$ cat src/rtl/spi_regfile_periph.sv
// rtl/spi_regfile_periph.sv - SPI mode-0 peripheral with a read/write config register bank
module spi_regfile_periph #(
  parameter int SYNC  = 2,
  parameter int AW    = 7,
  parameter int DW    = 8,
  parameter int NREGS = 5
) (
  input  logic                clk,
  input  logic                rst_n,
  input  logic                nCS,
  input  logic                SCLK,
  input  logic                COPI,
  output logic                CIPO,
  output logic                cipo_oe,
  output logic [NREGS*DW-1:0] regs_out,
  output logic                wr_stb,
  output logic [AW-1:0]       wr_addr,
  output logic                bad_addr,
  output logic                abort
);

  localparam int FL = 1 + AW + DW;
  localparam int CW = $clog2(FL + 1);

  typedef enum logic [1:0] {S_IDLE, S_HDR, S_DATA, S_DONE} state_t;

  state_t          r_state, w_next;
  logic [SYNC-1:0] r_ncs_sync, r_sclk_sync, r_copi_sync;
  logic [CW-1:0]   r_cnt;
  logic [AW:0]     r_hdr;
  logic [DW-2:0]   r_data;
  logic [DW-1:0]   r_shadow;
  logic [DW-1:0]   r_regs [NREGS];
  logic            r_cipo, r_wr_stb, r_bad, r_abort;
  logic [AW-1:0]   r_wr_addr;

  logic            w_ncs_fall, w_ncs_rise, w_sclk_rise, w_sclk_fall, w_copi;
  logic [AW:0]     w_hdr_full;
  logic [DW-1:0]   w_data_full, w_rd_data;
  logic            w_rd_hit, w_wr_hit;
  logic            w_clr, w_cnt_inc, w_hdr_shift, w_data_shift, w_load, w_shd_shift;
  logic            w_wr, w_bad, w_abort;

  // Bring the asynchronous SPI pins into the clk domain
  always_ff @(posedge clk or negedge rst_n) begin
    if (!rst_n) begin
      r_ncs_sync  <= '1;
      r_sclk_sync <= '0;
      r_copi_sync <= '0;
    end else begin
      r_ncs_sync  <= {r_ncs_sync[SYNC-2:0], nCS};
      r_sclk_sync <= {r_sclk_sync[SYNC-2:0], SCLK};
      r_copi_sync <= {r_copi_sync[SYNC-2:0], COPI};
    end
  end

  assign w_ncs_fall  =  r_ncs_sync[SYNC-1]  & ~r_ncs_sync[SYNC-2];
  assign w_ncs_rise  = ~r_ncs_sync[SYNC-1]  &  r_ncs_sync[SYNC-2];
  assign w_sclk_rise = ~r_sclk_sync[SYNC-1] &  r_sclk_sync[SYNC-2];
  assign w_sclk_fall =  r_sclk_sync[SYNC-1] & ~r_sclk_sync[SYNC-2];
  assign w_copi      =  r_copi_sync[SYNC-1];
  assign w_hdr_full  = {r_hdr[AW-1:0], w_copi};
  assign w_data_full = {r_data, w_copi};

  // Address decode: read lookup on the completing header, write hit on the latched header
  always_comb begin
    w_rd_hit  = 1'b0;
    w_rd_data = '0;
    w_wr_hit  = 1'b0;
    for (int k = 0; k < NREGS; k++) begin
      if (w_hdr_full[AW-1:0] == AW'(k)) begin
        w_rd_hit  = 1'b1;
        w_rd_data = r_regs[k];
      end
      if (r_hdr[AW-1:0] == AW'(k)) w_wr_hit = 1'b1;
    end
  end

  // FSM state register
  always_ff @(posedge clk or negedge rst_n) begin
    if (!rst_n) r_state <= S_IDLE;
    else        r_state <= w_next;
  end

  // Next state and per-cycle actions; an nCS edge takes priority over any SCLK edge
  always_comb begin
    w_next       = r_state;
    w_clr        = 1'b0;
    w_cnt_inc    = 1'b0;
    w_hdr_shift  = 1'b0;
    w_data_shift = 1'b0;
    w_load       = 1'b0;
    w_shd_shift  = 1'b0;
    w_wr         = 1'b0;
    w_bad        = 1'b0;
    w_abort      = 1'b0;
    if (w_ncs_fall) begin
      w_next = S_HDR;
      w_clr  = 1'b1;
    end else if (w_ncs_rise) begin
      w_next  = S_IDLE;
      w_abort = (r_state == S_HDR) || (r_state == S_DATA);
    end else begin
      case (r_state)
        S_HDR: begin
          if (w_sclk_rise) begin
            w_hdr_shift = 1'b1;
            w_cnt_inc   = 1'b1;
            if (r_cnt == CW'(AW)) begin
              w_next = S_DATA;
              if (!w_hdr_full[AW]) begin
                w_load = 1'b1;
                w_bad  = ~w_rd_hit;
              end
            end
          end
        end
        S_DATA: begin
          if (w_sclk_rise) begin
            w_data_shift = 1'b1;
            w_cnt_inc    = 1'b1;
            if (r_cnt == CW'(FL - 1)) begin
              w_next = S_DONE;
              if (r_hdr[AW]) begin
                w_wr  = w_wr_hit;
                w_bad = ~w_wr_hit;
              end
            end
          end
          if (w_sclk_fall && !r_hdr[AW]) w_shd_shift = 1'b1;
        end
        default: ;
      endcase
    end
  end

  // Shift registers, register bank, CIPO and status pulses
  always_ff @(posedge clk or negedge rst_n) begin
    if (!rst_n) begin
      r_cnt     <= '0;
      r_hdr     <= '0;
      r_data    <= '0;
      r_shadow  <= '0;
      r_cipo    <= 1'b0;
      r_wr_stb  <= 1'b0;
      r_bad     <= 1'b0;
      r_abort   <= 1'b0;
      r_wr_addr <= '0;
      for (int k = 0; k < NREGS; k++) r_regs[k] <= '0;
    end else begin
      r_wr_stb <= w_wr;
      r_bad    <= w_bad;
      r_abort  <= w_abort;
      if (w_clr)          r_cnt <= '0;
      else if (w_cnt_inc) r_cnt <= r_cnt + CW'(1);
      if (w_hdr_shift)  r_hdr  <= w_hdr_full;
      if (w_data_shift) r_data <= w_data_full[DW-2:0];
      if (w_load)           r_shadow <= w_rd_hit ? w_rd_data : '0;
      else if (w_shd_shift) r_shadow <= {r_shadow[DW-2:0], 1'b0};
      if (w_wr) begin
        r_wr_addr <= r_hdr[AW-1:0];
        for (int k = 0; k < NREGS; k++)
          if (r_hdr[AW-1:0] == AW'(k)) r_regs[k] <= w_data_full;
      end
      r_cipo <= ((r_state == S_DATA) && !r_hdr[AW]) ? r_shadow[DW-1] : 1'b0;
    end
  end

  for (genvar g = 0; g < NREGS; g++) begin : g_out
    assign regs_out[g*DW +: DW] = r_regs[g];
  end

  assign CIPO     = r_cipo;
  assign cipo_oe  = ~r_ncs_sync[SYNC-1];
  assign wr_stb   = r_wr_stb;
  assign wr_addr  = r_wr_addr;
  assign bad_addr = r_bad;
  assign abort    = r_abort;

endmodule

$ cat config.mk
export PLATFORM = sky130hd
export DESIGN_NAME = spi_regfile_periph
export DESIGN_NICKNAME = d
export VERILOG_FILES = /design/src/rtl/spi_regfile_periph.sv
export SDC_FILE = /design/constraint.sdc
export NUM_CORES = 1
export LEC_CHECK = 0
export CORE_MARGIN = 5
export CORE_UTILIZATION = 35
export DETAILED_ROUTE_END_ITERATION = 8
export GPL_TIMING_DRIVEN = 1
export HOLD_SLACK_MARGIN = 0.06
export PLACE_DENSITY = 0.54
export SLEW_MARGIN = 30
export SYNTH_ARGS = -nofsm -noshare
export SYNTH_HDL_FRONTEND = slang
export SYNTH_SLANG_ARGS = --single-unit
$ cat constraint.sdc
create_clock -name clk -period 3.33 [get_ports clk]
set_clock_uncertainty 0.1 [all_clocks]
set_input_delay 0.8325 -clock clk [delete_from_list [all_inputs] [get_ports clk]]
set_output_delay 0.8325 -clock clk [all_outputs]
set_load 0.02 [all_outputs]
**Word-level counts from Yosys, hierarchy flattened**

Cells that the tools add are included.

- Add/subtract/negate cells: 1
- Eq/ne operators: 16
- Mux-type cells: 66
- Bitwise logic cells: 10
- Reduce and logical (&&, ||, !) cells: 16

Operator list:

| kind | number |
|---|---|
| $mux W8 | 8 |
| $mux W1 | 48 |
| $eq A7 B2 Y1 const B | 4 |
| $eq A7 B1 Y1 const B | 2 |
| $eq A7 B3 Y1 const B | 2 |
| $logic_not A7 Y1 | 2 |
| $mux W2 | 6 |
| $ne A4 B4 Y1 const B | 3 |
| $mux W5 | 2 |
| $reduce_and A2 Y1 | 5 |
| $not A1 Y1 | 6 |
| $add A5 B1 Y5 const B | 1 |
| $eq A5 B3 Y1 const B | 1 |
| $eq A5 B4 Y1 const B | 1 |
| $reduce_and A5 Y1 | 1 |
| $and A1 B1 Y1 | 4 |
| $ne A4 B3 Y1 const B | 1 |
| $pmux W2 S2 | 1 |
| $reduce_bool A2 Y1 | 2 |
| $reduce_bool A4 Y1 | 1 |
| $eq A2 B1 Y1 const B | 1 |
| $eq A2 B2 Y1 const B | 1 |
| $logic_and A1 B1 Y1 | 2 |
| $pmux W1 S2 | 1 |
| other kinds (3) | 3 |

- Flip-flop bits (word level): 87

**Depth between registers and ports, before layout**

Gate-level depths: netlist of the first run.

- Depth after elaboration: 13
- Mapped depth: 8
- Gate-level depth less buffers: 7

**Least setup slack after synthesis of the first run**

OpenSTA, ideal clock, no wires.

- Path kind: reg-to-reg
- Start point: register r_ncs_sync[1]
- End point: register r_regs, in the netlist regs_out[32]
- Library setup time: 0.125 ns
- Data arrival time: 2.311 ns
- Required time: 3.105 ns
- Slack: 0.794 ns
- Cell stages (with the launch flop): 8
- Period minus slack after synthesis: 2.536 ns
- Path through: dfstp_2 > inv_1 > ha_1 > nor3b_2 > nand4_4 > or4b_1 > buf_6 > mux2_4

- Word-level cells in the longest chain between the ends: 5
- Elaborated cells on any way between the ends: 6
- Those cells by class: mux (2); bitwise (3); reduce/logical (1)

RTL lines:

| element | RTL line | RTL |
|---|---|---|
| start, declared | 28 | `logic [SYNC-1:0] r_ncs_sync, r_sclk_sync, r_copi_sync;` |
| start signal, assigned | 51 | `r_ncs_sync <= {r_ncs_sync[SYNC-2:0], nCS};` |
| $not A1 Y1 | - |  |
| named net cipo_oe | 14 | `output logic cipo_oe,` |
| $and A1 B1 Y1 | 58 | `assign w_ncs_rise = ~r_ncs_sync[SYNC-1] & r_ncs_sync[SYNC-2];` |
| $mux W1 | 100 | `end else if (w_ncs_rise) begin` |
| $mux W1 | 97 | `if (w_ncs_fall) begin` |
| $reduce_and A2 Y1 (no line) | - |  |
| end signal, assigned by index | 163 | `if (r_hdr[AW-1:0] == AW'(k)) r_regs[k] <= w_data_full;` |
| end, declared | 33 | `logic [DW-1:0] r_regs [NREGS];` |

The timed path passes the listed nets, and every way through them passes these cells.
A chain may end at the register's enable or synchronous reset.

**Worst setup path in the final report of the first run**

- Start point: register r_ncs_sync[0]
- End point: register r_regs, in the netlist regs_out[39]

- Word-level cells in the longest chain between the ends: 4
- Elaborated cells on any way between the ends: 6
- Those cells by class: mux (2); bitwise (3); reduce/logical (1)

RTL lines:

| element | RTL line |
|---|---|
| $and A1 B1 Y1 or $not A1 Y1 (tied branches) | 58, 57 |
| $mux W1 or $and A1 B1 Y1 (tied branches) | 100, 57 |
| $mux W1 * | 97 |
| $reduce_and A2 Y1 (no line) * | - |

Mark *: on every way between the ends. The rest lies on a longest branch, timed or not.

==> impl_metrics.json, run 1 <==
{
  "status": "finished clean",
  "core-area_um2": 11300,
  "numPortBuffers": 56,
  "fin_tns_setup_ps": 0,
  "worstMarginPinSlew_ps": 686,
  "fmax_mhz": 346,
  "ys_ff_latch": 87,
  "power_density_nw_per_um2": 526,
  "fin_crit_sh_pct": 86.8,
  "ys.flop_type": "dfrtp_1",
  "final-hold-violation-count": 0,
  "internal-power_uw": 1850,
  "maxSlewViolCount": 0,
  "hold_buffers": 0,
  "critPathTopFamily": "simple AND/OR/NAND/NOR gates",
  "critPathBufInv": 1,
  "cp.arrival_ps": 3010,
  "cts.sinks": 87,
  "post-cts-setup-buffers": 0,
  "grt_pass1_wl_mm": 15.2,
  "irDropWorstVdd_uv": 273,
  "clkLatencyLatePin_ps": 340,
  "syn_nets": 309,
  "clockBufferDepth": 2,
  "numCtsBuffers": 9,
  "yosysTopAreaCell": "dfrtp_1",
  "clkTransAtPathRegs_ps": 60,
  "synthArstFlopShare_pct": 100,
  "yosys-top-cells-count": "85 x dfrtp_1, 50 x mux2_2, 20 x mux2i_1",
  "cp-end-kind": "register",
  "slew_headroom_pct": 54.3,
  "seq_power_share_pct": 45.9,
  "grt_overflow": 0,
  "path_cells": "inv_1 > ha_1 > nor3b_2 > nand4_4 > or4b_1 > mux2_4",
  "first_iter_violations": 116,
  "rsz0062_at_grt": "false",
  "drc": 0,
  "p_leak_uw": 0.00233,
  "grt_max_degree": 50,
  "synth_area_leaders": "dfrtp_1 54%, mux2_2 14%, mux2i_1 5.0%",
  "synth_warnings": 0,
  "yosysUniqueCellTypes": 46,
  "grt_usage_pct": 14.5,
  "fp.dieH_um": 117,
  "nets": 375,
  "area_delta_synth_final_pct": 26.9,
  "antenna_left": 0,
  "syn_area_per_cell_um2": 13.3,
  "seq_area_um2": 2180,
  "wirelength_mm": 9.20,
  "cts.repair.resized": 0,
  "worstSetupPathType": "register to register",
  "pwr-share-clk_pct": 37.0,
  "dp.final_hpwl_mm": 6.41,
  "num_antenna_cells": 0,
  "place_congestion": 0.764,
  "ys_seq_area_share_pct": 54.9,
  "dr.pass1.iters": 4,
  "synthCells": 298,
  "post-place-cells": 496,
  "routedWlPerCell_um": 18.0,
  "die_w_um": 117,
  "switching_share_pct": 30.2,
  "slowest_delay_ps": 800,
  "p_switching_uw": 800,
  "crit_slowest_cell": "or4b_1",
  "cts_tree": "yes",
  "vias_per_cell": 5.01,
  "hold_class": "register to register",
  "setup_viol": 0,
  "hold_slack_ps": 254,
  "io_pins": 57,
  "grt_pass1_vias": 2752,
  "multi_input_area_um2": 1710,
  "vias": 2565,
  "crit_fanout": 10,
  "synth_edf_count": 0,
  "h-tree-depth": 3,
  "nFillCells": 1055,
  "p_comb_share_pct": 17.0,
  "drive_above_1_share_pct": 26.3,
  "synth.top_cell.area_share_pct": 53.5,
  "drv_cap": 0,
  "synth.most_common_cell": "dfrtp_1",
  "rows": 39,
  "final_cells": 512,
  "required_ps": 3450,
  "finalCriticalPeriod_ps": 2890,
  "netlist_area_um2": 3970,
  "start_util_pct": 35.2,
  "antenna_found_initial": 0,
  "cp-start-kind": "register",
  "root_buffer": "clkbuf_16",
  "die-area_um2": 13600
}
-- stage by stage --
stage          util, %  setup WS, ps  cell area [µm²]  total power [µW]
2_1_floorplan        -           794             3970              1530
3_3_place_gp      42.1           506             4750              1690
3_5_place_dp      42.1           429             4750              1690
4_1_cts           44.7           427             5040              2690
5_1_grt           44.7           309             5040              2790
6_report          44.7           441             5040              2650
-- cells in the final DEF (no fill, tap or decap), types with 2 or more instances in the layout --
cell	n
mux2_2	50
nor4b_2	2
o21a_1	2
a211o_1	4
clkdlybuf4s50_1	55
nor2_1	8
nand2_1	11
o22a_1	2
nor3b_1	3
and2_1	5
clkbuf_16	9
inv_6	4
buf_4	11
o22ai_1	5
nor3_1	5
mux2_4	8
inv_1	8
nor4_4	2
a21oi_1	9
xor2_1	2
nand3b_1	4
o2bb2ai_1	4
ha_1	6
nor3_2	2
nor2b_1	2
o21ai_0	11
nand4b_1	2
dfstp_2	2
mux2i_1	20
dfrtp_1	85
nand2b_1	7
-- cell families (layout without fill, tap and decap cells) --
kind of cell | after synthesis | in the layout | share of synthesized area, %
DFF | 87 | 87 | 54.9
muxes | 78 | 78 | 22.2
and+or+nand+nor | 63 | 63 | 11.5
AOI/OAI and AO/OA | 41 | 41 | 6.65
buffers and inverters | 20 | 91 | 2.17
adders and majority gates | 6 | 6 | 1.89
xor gates and xnor gates | 3 | 3 | 0.662
-- final cells by class --
| class | instances | share of cell area (%) |
|---|---|---|
| clock buffers | 10 | 4.74 |
| repair buffers | 67 | 13.0 |
| clock inverters | 6 | 1.09 |
| multi-input cells | 191 | 33.8 |
| inverters | 8 | 0.596 |
| flip-flops and latches | 87 | 43.2 |
| well taps | 143 | 3.55 |
-- final timing paths --
check	start	endpoint	slack, ps	cells after the start
min	r_copi_sync[0]$_DFF_PN0_	r_copi_sync[1]$_DFF_PN0_	250	0
max	r_ncs_sync[0]$_DFF_PN1_	regs_out[39]$_DFFE_PN0P_	440	6
min in group asynchronous	rst_n	r_cnt[0]$_DFFE_PN0P_	430	1
min reg2reg	r_copi_sync[0]$_DFF_PN0_	r_copi_sync[1]$_DFF_PN0_	250	0
max reg2reg	r_ncs_sync[0]$_DFF_PN1_	regs_out[39]$_DFFE_PN0P_	440	6
max in group asynchronous	rst_n	r_copi_sync[1]$_DFF_PN0_	2080	2
-- sequential cells by signal, summed over array words and instances (netlist names) --
| register | flops |
|---|---|
| regs_out | 40 |
| CIPO | 1 |
| r_sclk_sync | 2 |
| r_ncs_sync | 2 |
| r_state | 2 |
| r_cnt | 5 |
| abort | 1 |
| r_shadow | 8 |
| wr_stb | 1 |
| wr_addr | 7 |
| r_hdr | 8 |
| r_copi_sync | 2 |
| bad_addr | 1 |
| r_data | 7 |
-- layer usage --
| metal | up-vias | track usage (%) | wire length [µm] | part of all wire, % |
|---|---|---|---|---|
| li1 | 1215 | - | - | - |
| met1 | 1292 | 19.6 | 4300 | 47 |
| met2 | 51 | 23.8 | 4500 | 49 |
| met3 | 7 | 2.95 | 294 | 3.2 |
| met4 | 0 | 4.13 | 103 | 1.1 |
| met5 | - | 0 | 0 | 0 |
-- power by group through the flow --
| stage | sequential (µW) | clock [µW] | combinational, µW |
|---|---|---|---|
| after detailed placement | 1240 | 0 | 454 |
| after global routing | 1230 | 1060 | 495 |
| after global placement | 1240 | 0 | 450 |
| after CTS | 1220 | 1010 | 455 |
| after floorplan | 1190 | 0 | 339 |
| final | 1220 | 982 | 451 |
-- worst register-to-register path, cell delays in order, from the launching register on --
cell,delay (ps)
dfstp_2,540
inv_1,40
ha_1,320
nor3b_2,360
nand4_4,210
or4b_1,800
mux2_4,400
(Power assumes the default switching activity.)
==> run 2, diff against run 1 <==
Settings changed: CTS_BUF_LIST set to sky130_fd_sc_hd__clkbuf_4 sky130_fd_sc_hd__clkbuf_8 sky130_fd_sc_hd__clkbuf_16.
Clock period 3.33 ns to 3.4 ns, I/O delays scaled along.
==> run 2 against run 1 <==
Global-route usage grew 0.44 points. Maximum frequency up 1.3%. Clock power is 17% higher. Register-to-register slack better by 110 ps. Utilization up 0.43 points. Combinational power decreased by 3%. Critical path type unchanged. Critical endpoint is now regs_out[37]$_DFFE_PN0P_. Largest cell class unchanged.
==> impl_metrics.json, run 2 (synthesis gave the netlist of run 1 again) <==
{
  "post-cts-setup-buffers": 0,
  "rsz0062_at_grt": "false",
  "grt_overflow": 0,
  "grt_pass1_vias": 2800,
  "mostFrequentLayoutCell": "dfrtp_1",
  "worstMarginPinSlew_ps": 677,
  "num_antenna_cells": 0,
  "p_leak_uw": 0.00235,
  "pre_cts_ws_ps": 524,
  "fmax_mhz": 350,
  "largest_register_ffs": 40,
  "antenna_found_initial": 0,
  "drive_above_1_share_pct": 26.1,
  "path_cells": "inv_1 > ha_1 > nor3b_2 > nand4_4 > or4b_1 > mux2_4",
  "maxSlewViolCount": 0,
  "cts.sinks": 87,
  "area_delta_synth_final_pct": 28.2,
  "fin_util_pct": 45.2,
  "dr.pass1.iters": 4,
  "fp.dieH_um": 117,
  "seq_area_um2": 2180,
  "nFillCells": 1023,
  "start_util_pct": 35.2,
  "core-area_um2": 11300,
  "final-hold-violation-count": 0,
  "crit_slowest_cell": "or4b_1",
  "final_area_um2": 5090,
  "fin_crit_sh_pct": 83.9,
  "finalPower_uw": 2780,
  "worst_slack_ps": 547,
  "place_congestion": 0.757,
  "routedWlPerCell_um": 18.5,
  "cts.repair.resized": 0,
  "die_w_um": 117,
  "rows": 39,
  "slew_headroom_pct": 54.7,
  "crit_fanout": 10,
  "cp.arrival_ps": 2970,
  "fin_tns_setup_ps": 0,
  "clockBufferDepth": 2,
  "clkTransAtPathRegs_ps": 60,
  "root_buffer": "clkbuf_16",
  "wirelength_mm": 9.44,
  "h-tree-depth": 3,
  "cp-end-kind": "register",
  "layout_common_cells": "85 x dfrtp_1, 55 x clkdlybuf4s50_1, 50 x mux2_2, 20 x mux2i_1",
  "grt_usage_pct": 14.9,
  "hold_class": "register to register",
  "numPortBuffers": 56,
  "irDropWorstVdd_uv": 245,
  "grt_max_degree": 50,
  "vias": 2614,
  "grt_pass1_wl_mm": 15.4,
  "power_density_nw_per_um2": 546,
  "drv_cap": 0,
  "finalCriticalPeriod_ps": 2850,
  "dp.final_hpwl_mm": 6.58,
  "drc": 0,
  "cts_tree": "yes",
  "required_ps": 3520,
  "antenna_left": 0,
  "nets": 374,
  "setup_viol": 0,
  "first_iter_violations": 81,
  "vias_per_cell": 5.12,
  "io_pins": 57,
  "placed_area_um2": 4740,
  "numCtsBuffers": 9,
  "multi_input_area_um2": 1710,
  "cp-start-kind": "register",
  "hold_buffers": 0,
  "worstSetupPathType": "register to register",
  "slowest_delay_ps": 790,
  "die-area_um2": 13600,
  "clkLatencyLatePin_ps": 340,
  "status": "finished clean"
}
## run 2: layout make-up
type / instances / share of cell area [%]
Tap cell: 143 / 3.51
Clock buffer: 11 / 4.84
Multi-Input combinational cell: 191 / 33.5
Timing Repair Buffer: 66 / 12.7
Inverter: 8 / 0.590
Clock inverter: 5 / 2.04
Sequential cell: 87 / 42.8
## run 2: worst max-delay path: cells and delay by family (launching register included)
| kind | cells | cell delay [ps] |
|---|---|---|
| buffers and inverters | 1 | 40 |
| adders and majority gates | 1 | 320 |
| and+or+nand+nor | 3 | 1350 |
| muxes | 1 | 390 |
| DFF | 1 | 540 |
## run 2: per-layer routing
metal  up-vias  GRT usage (%)  part of all wire (%)
met4         0           4.82                   1.4
met1      1343           19.6                    47
li1       1214              -                     -
met2        47           24.5                    48
met3        10           3.58                   3.9
met5         -              0                     0
## run 2: where the power goes
group | switching [µW] | internal, µW | total (µW) | leakage, µW
clock | 399 | 748 | 1150 | 0.000174
combinational | 259 | 180 | 438 | 0.000989
sequential | 97.8 | 1100 | 1190 | 0.00119
## run 2: final timing paths
path / slack (ps) / cells past startpoint / end / startpoint
max: 550 / 6 / regs_out[37]$_DFFE_PN0P_ / r_ncs_sync[0]$_DFF_PN1_
min: 250 / 0 / r_copi_sync[1]$_DFF_PN0_ / r_copi_sync[0]$_DFF_PN0_
max reg2reg: 550 / 6 / regs_out[37]$_DFFE_PN0P_ / r_ncs_sync[0]$_DFF_PN1_
min reg2reg: 250 / 0 / r_copi_sync[1]$_DFF_PN0_ / r_copi_sync[0]$_DFF_PN0_
max in group asynchronous: 2130 / 2 / regs_out[38]$_DFFE_PN0P_ / rst_n
min in group asynchronous: 440 / 1 / r_cnt[0]$_DFFE_PN0P_ / rst_n
## run 2: per-stage QoR
| stage | std cells | hold slack [ps] |
|---|---|---|
| 2_1_floorplan | 298 | 231 |
| 3_3_place_gp | 495 | 239 |
| 3_5_place_dp | 495 | 238 |
| 4_1_cts | 511 | 253 |
| 5_1_grt | 511 | 271 |
| 6_report | 511 | 250 |
==> run 3, diff against run 2 <==
Settings changed: PLACE_DENSITY 0.54 to 0.56.
Clock period 3.4 ns to 2.36 ns, I/O delays scaled along.
==> run 3 against run 2 <==
The run now ends with setup timing left. Power up 42%. Clock-buffer cell count stayed put. Critical endpoint is now regs_out[33]$_DFFE_PN0P_. Non-clock buffer count up 27.
==> impl_metrics.json, run 3 (synthesis gave the netlist of run 1 again) <==
{
  "setup_viol": 2,
  "routedWlPerCell_um": 17.3,
  "drc": 0,
  "grt_overflow": 0,
  "dp.final_hpwl_mm": 6.67,
  "final-hold-violation-count": 0,
  "die-area_um2": 13600,
  "cp-start-kind": "register",
  "p_leak_uw": 0.00248,
  "largest_register_ffs": 40,
  "maxSlewViolCount": 0,
  "antenna_left": 0,
  "nets": 401,
  "antenna_found_initial": 0,
  "vias": 2625,
  "num_antenna_cells": 0,
  "dr.pass1.iters": 4,
  "clockBufferDepth": 2,
  "fmax_mhz": 423,
  "status": "finished, violations left",
  "reg2reg_depth": 7,
  "placed_area_um2": 4950,
  "start_util_pct": 35.2,
  "first_iter_violations": 111,
  "grt_pass1_wl_mm": 15.3,
  "cts.sinks": 87,
  "vias_per_cell": 4.90,
  "hold_class": "register to register",
  "numPortBuffers": 56,
  "nFillCells": 1017,
  "cts_tree": "yes",
  "area_delta_synth_final_pct": 35.2,
  "numCtsBuffers": 9,
  "r2r_setup_slack_ps": -2,
  "rsz0062_at_grt": "true",
  "clkLatencyLatePin_ps": 340,
  "rows": 39,
  "grt_pass1_vias": 2848,
  "cp-end-kind": "register",
  "fin_crit_sh_pct": 100,
  "dr_wl_met2_mm": 4.25,
  "mostFrequentLayoutCell": "dfrtp_1",
  "place_congestion": 0.777,
  "min_path_cells": 0,
  "layout_common_cells": "85 x dfrtp_1, 55 x clkdlybuf4s50_1, 42 x mux2_2, 32 x buf_4, 20 x mux2i_1",
  "worst_slack_ps": -1.64,
  "power_density_nw_per_um2": 737,
  "drv_cap": 0,
  "clkTransAtPathRegs_ps": 60,
  "finalCriticalPeriod_ps": 2360,
  "wirelength_mm": 9.28,
  "crit_fanout": 5,
  "violations": "setup timing",
  "grt_max_degree": 56,
  "cp.arrival_ps": 2490,
  "routedLengthMet1_mm": 4.52,
  "slew_headroom_pct": 64.7,
  "wl_met3_um": 343,
  "worstSetupPathType": "register to register",
  "top_layer": "met4",
  "worstMarginPinSlew_ps": 525,
  "required_ps": 2490,
  "h-tree-depth": 3,
  "drive_above_1_share_pct": 32.8,
  "irDropWorstVdd_uv": 363,
  "io_pins": 57,
  "grt_usage_pct": 14.8,
  "fp.dieH_um": 117,
  "fin_util_pct": 47.7,
  "root_buffer": "clkbuf_16",
  "core-area_um2": 11300,
  "die_w_um": 117,
  "final_area_um2": 5370
}
## run 3: cell count changes in the layout (fill, tap and decap cells not counted), moves of 2 or more
cell    delta
ha_1       -4
ha_4       +3
mux2_4     +8
mux2_2     -8
inv_2      +2
buf_6      +3
inv_1      -2
buf_4     +22
## run 3: cell type report
cell class                      instances  area (µm²)  share of cell area [%]
Tap cell                              143         179                    3.33
Clock inverter                          3        68.8                    1.28
Multi-Input combinational cell        191        1790                    33.4
Timing Repair Buffer                   93         875                    16.3
Inverter                                8        30.0                   0.559
Sequential cell                        87        2180                    40.6
Clock buffer                           11         246                    4.59
## run 3: where the power goes
group	switching, µW	leakage (µW)	internal, µW
Combinational	385	0.00113	331
Sequential	135	0.00119	1580
Clock	569	0.000155	958
## run 3: stage by stage
stage / cells / worst slack, ps / hold WS, ps / power (µW) / setup TNS [ps]
final: 536 / -1.64 / 249 / 3960 / -1.65
after global routing: 536 / -72.1 / 269 / 4140 / -1000
after CTS: 534 / 13.7 / 252 / 4000 / 0
after detailed placement: 519 / -40.5 / 241 / 2450 / -270
after floorplan: 298 / -108 / 194 / 2170 / -865
after global placement: 519 / -7.33 / 241 / 2450 / -34.7
## run 3: per-layer routing
metal  up-vias  GRT usage (%)
met4         0           6.04
met5         -              0
met2        41           22.5
li1       1270              -
met3        11           3.89
met1      1303           20.1
## run 3: path summary, 6_finish.rpt
path,startpoint,endpoint
worst min register to register,r_copi_sync[0]$_DFF_PN0_,r_copi_sync[1]$_DFF_PN0_
worst max register to register,r_ncs_sync[1]$_DFF_PN1_,regs_out[33]$_DFFE_PN0P_
worst min-delay path,r_copi_sync[0]$_DFF_PN0_,r_copi_sync[1]$_DFF_PN0_
min in group asynchronous,rst_n,r_cnt[0]$_DFFE_PN0P_
worst max-delay path,r_ncs_sync[1]$_DFF_PN1_,regs_out[33]$_DFFE_PN0P_
max in group asynchronous,rst_n,r_hdr[5]$_DFFE_PN0P_
## run 3: what timing repair did
action                                  4_1_cts  5_1_grt
hold buffers                                  1        0
pin swaps                                     0        4
endpoints found under the hold margin         4        0
endpoints found under the setup margin       16       24
gates resized for setup                       5       13
buffers inserted                              0        2
## run 3: critical path: stages (launching register included)
cell	delay, ps
dfstp_2	540
inv_2	50
ha_4	160
nor3b_4	240
nand4_4	150
or4b_4	570
buf_6	160
mux2_4	290
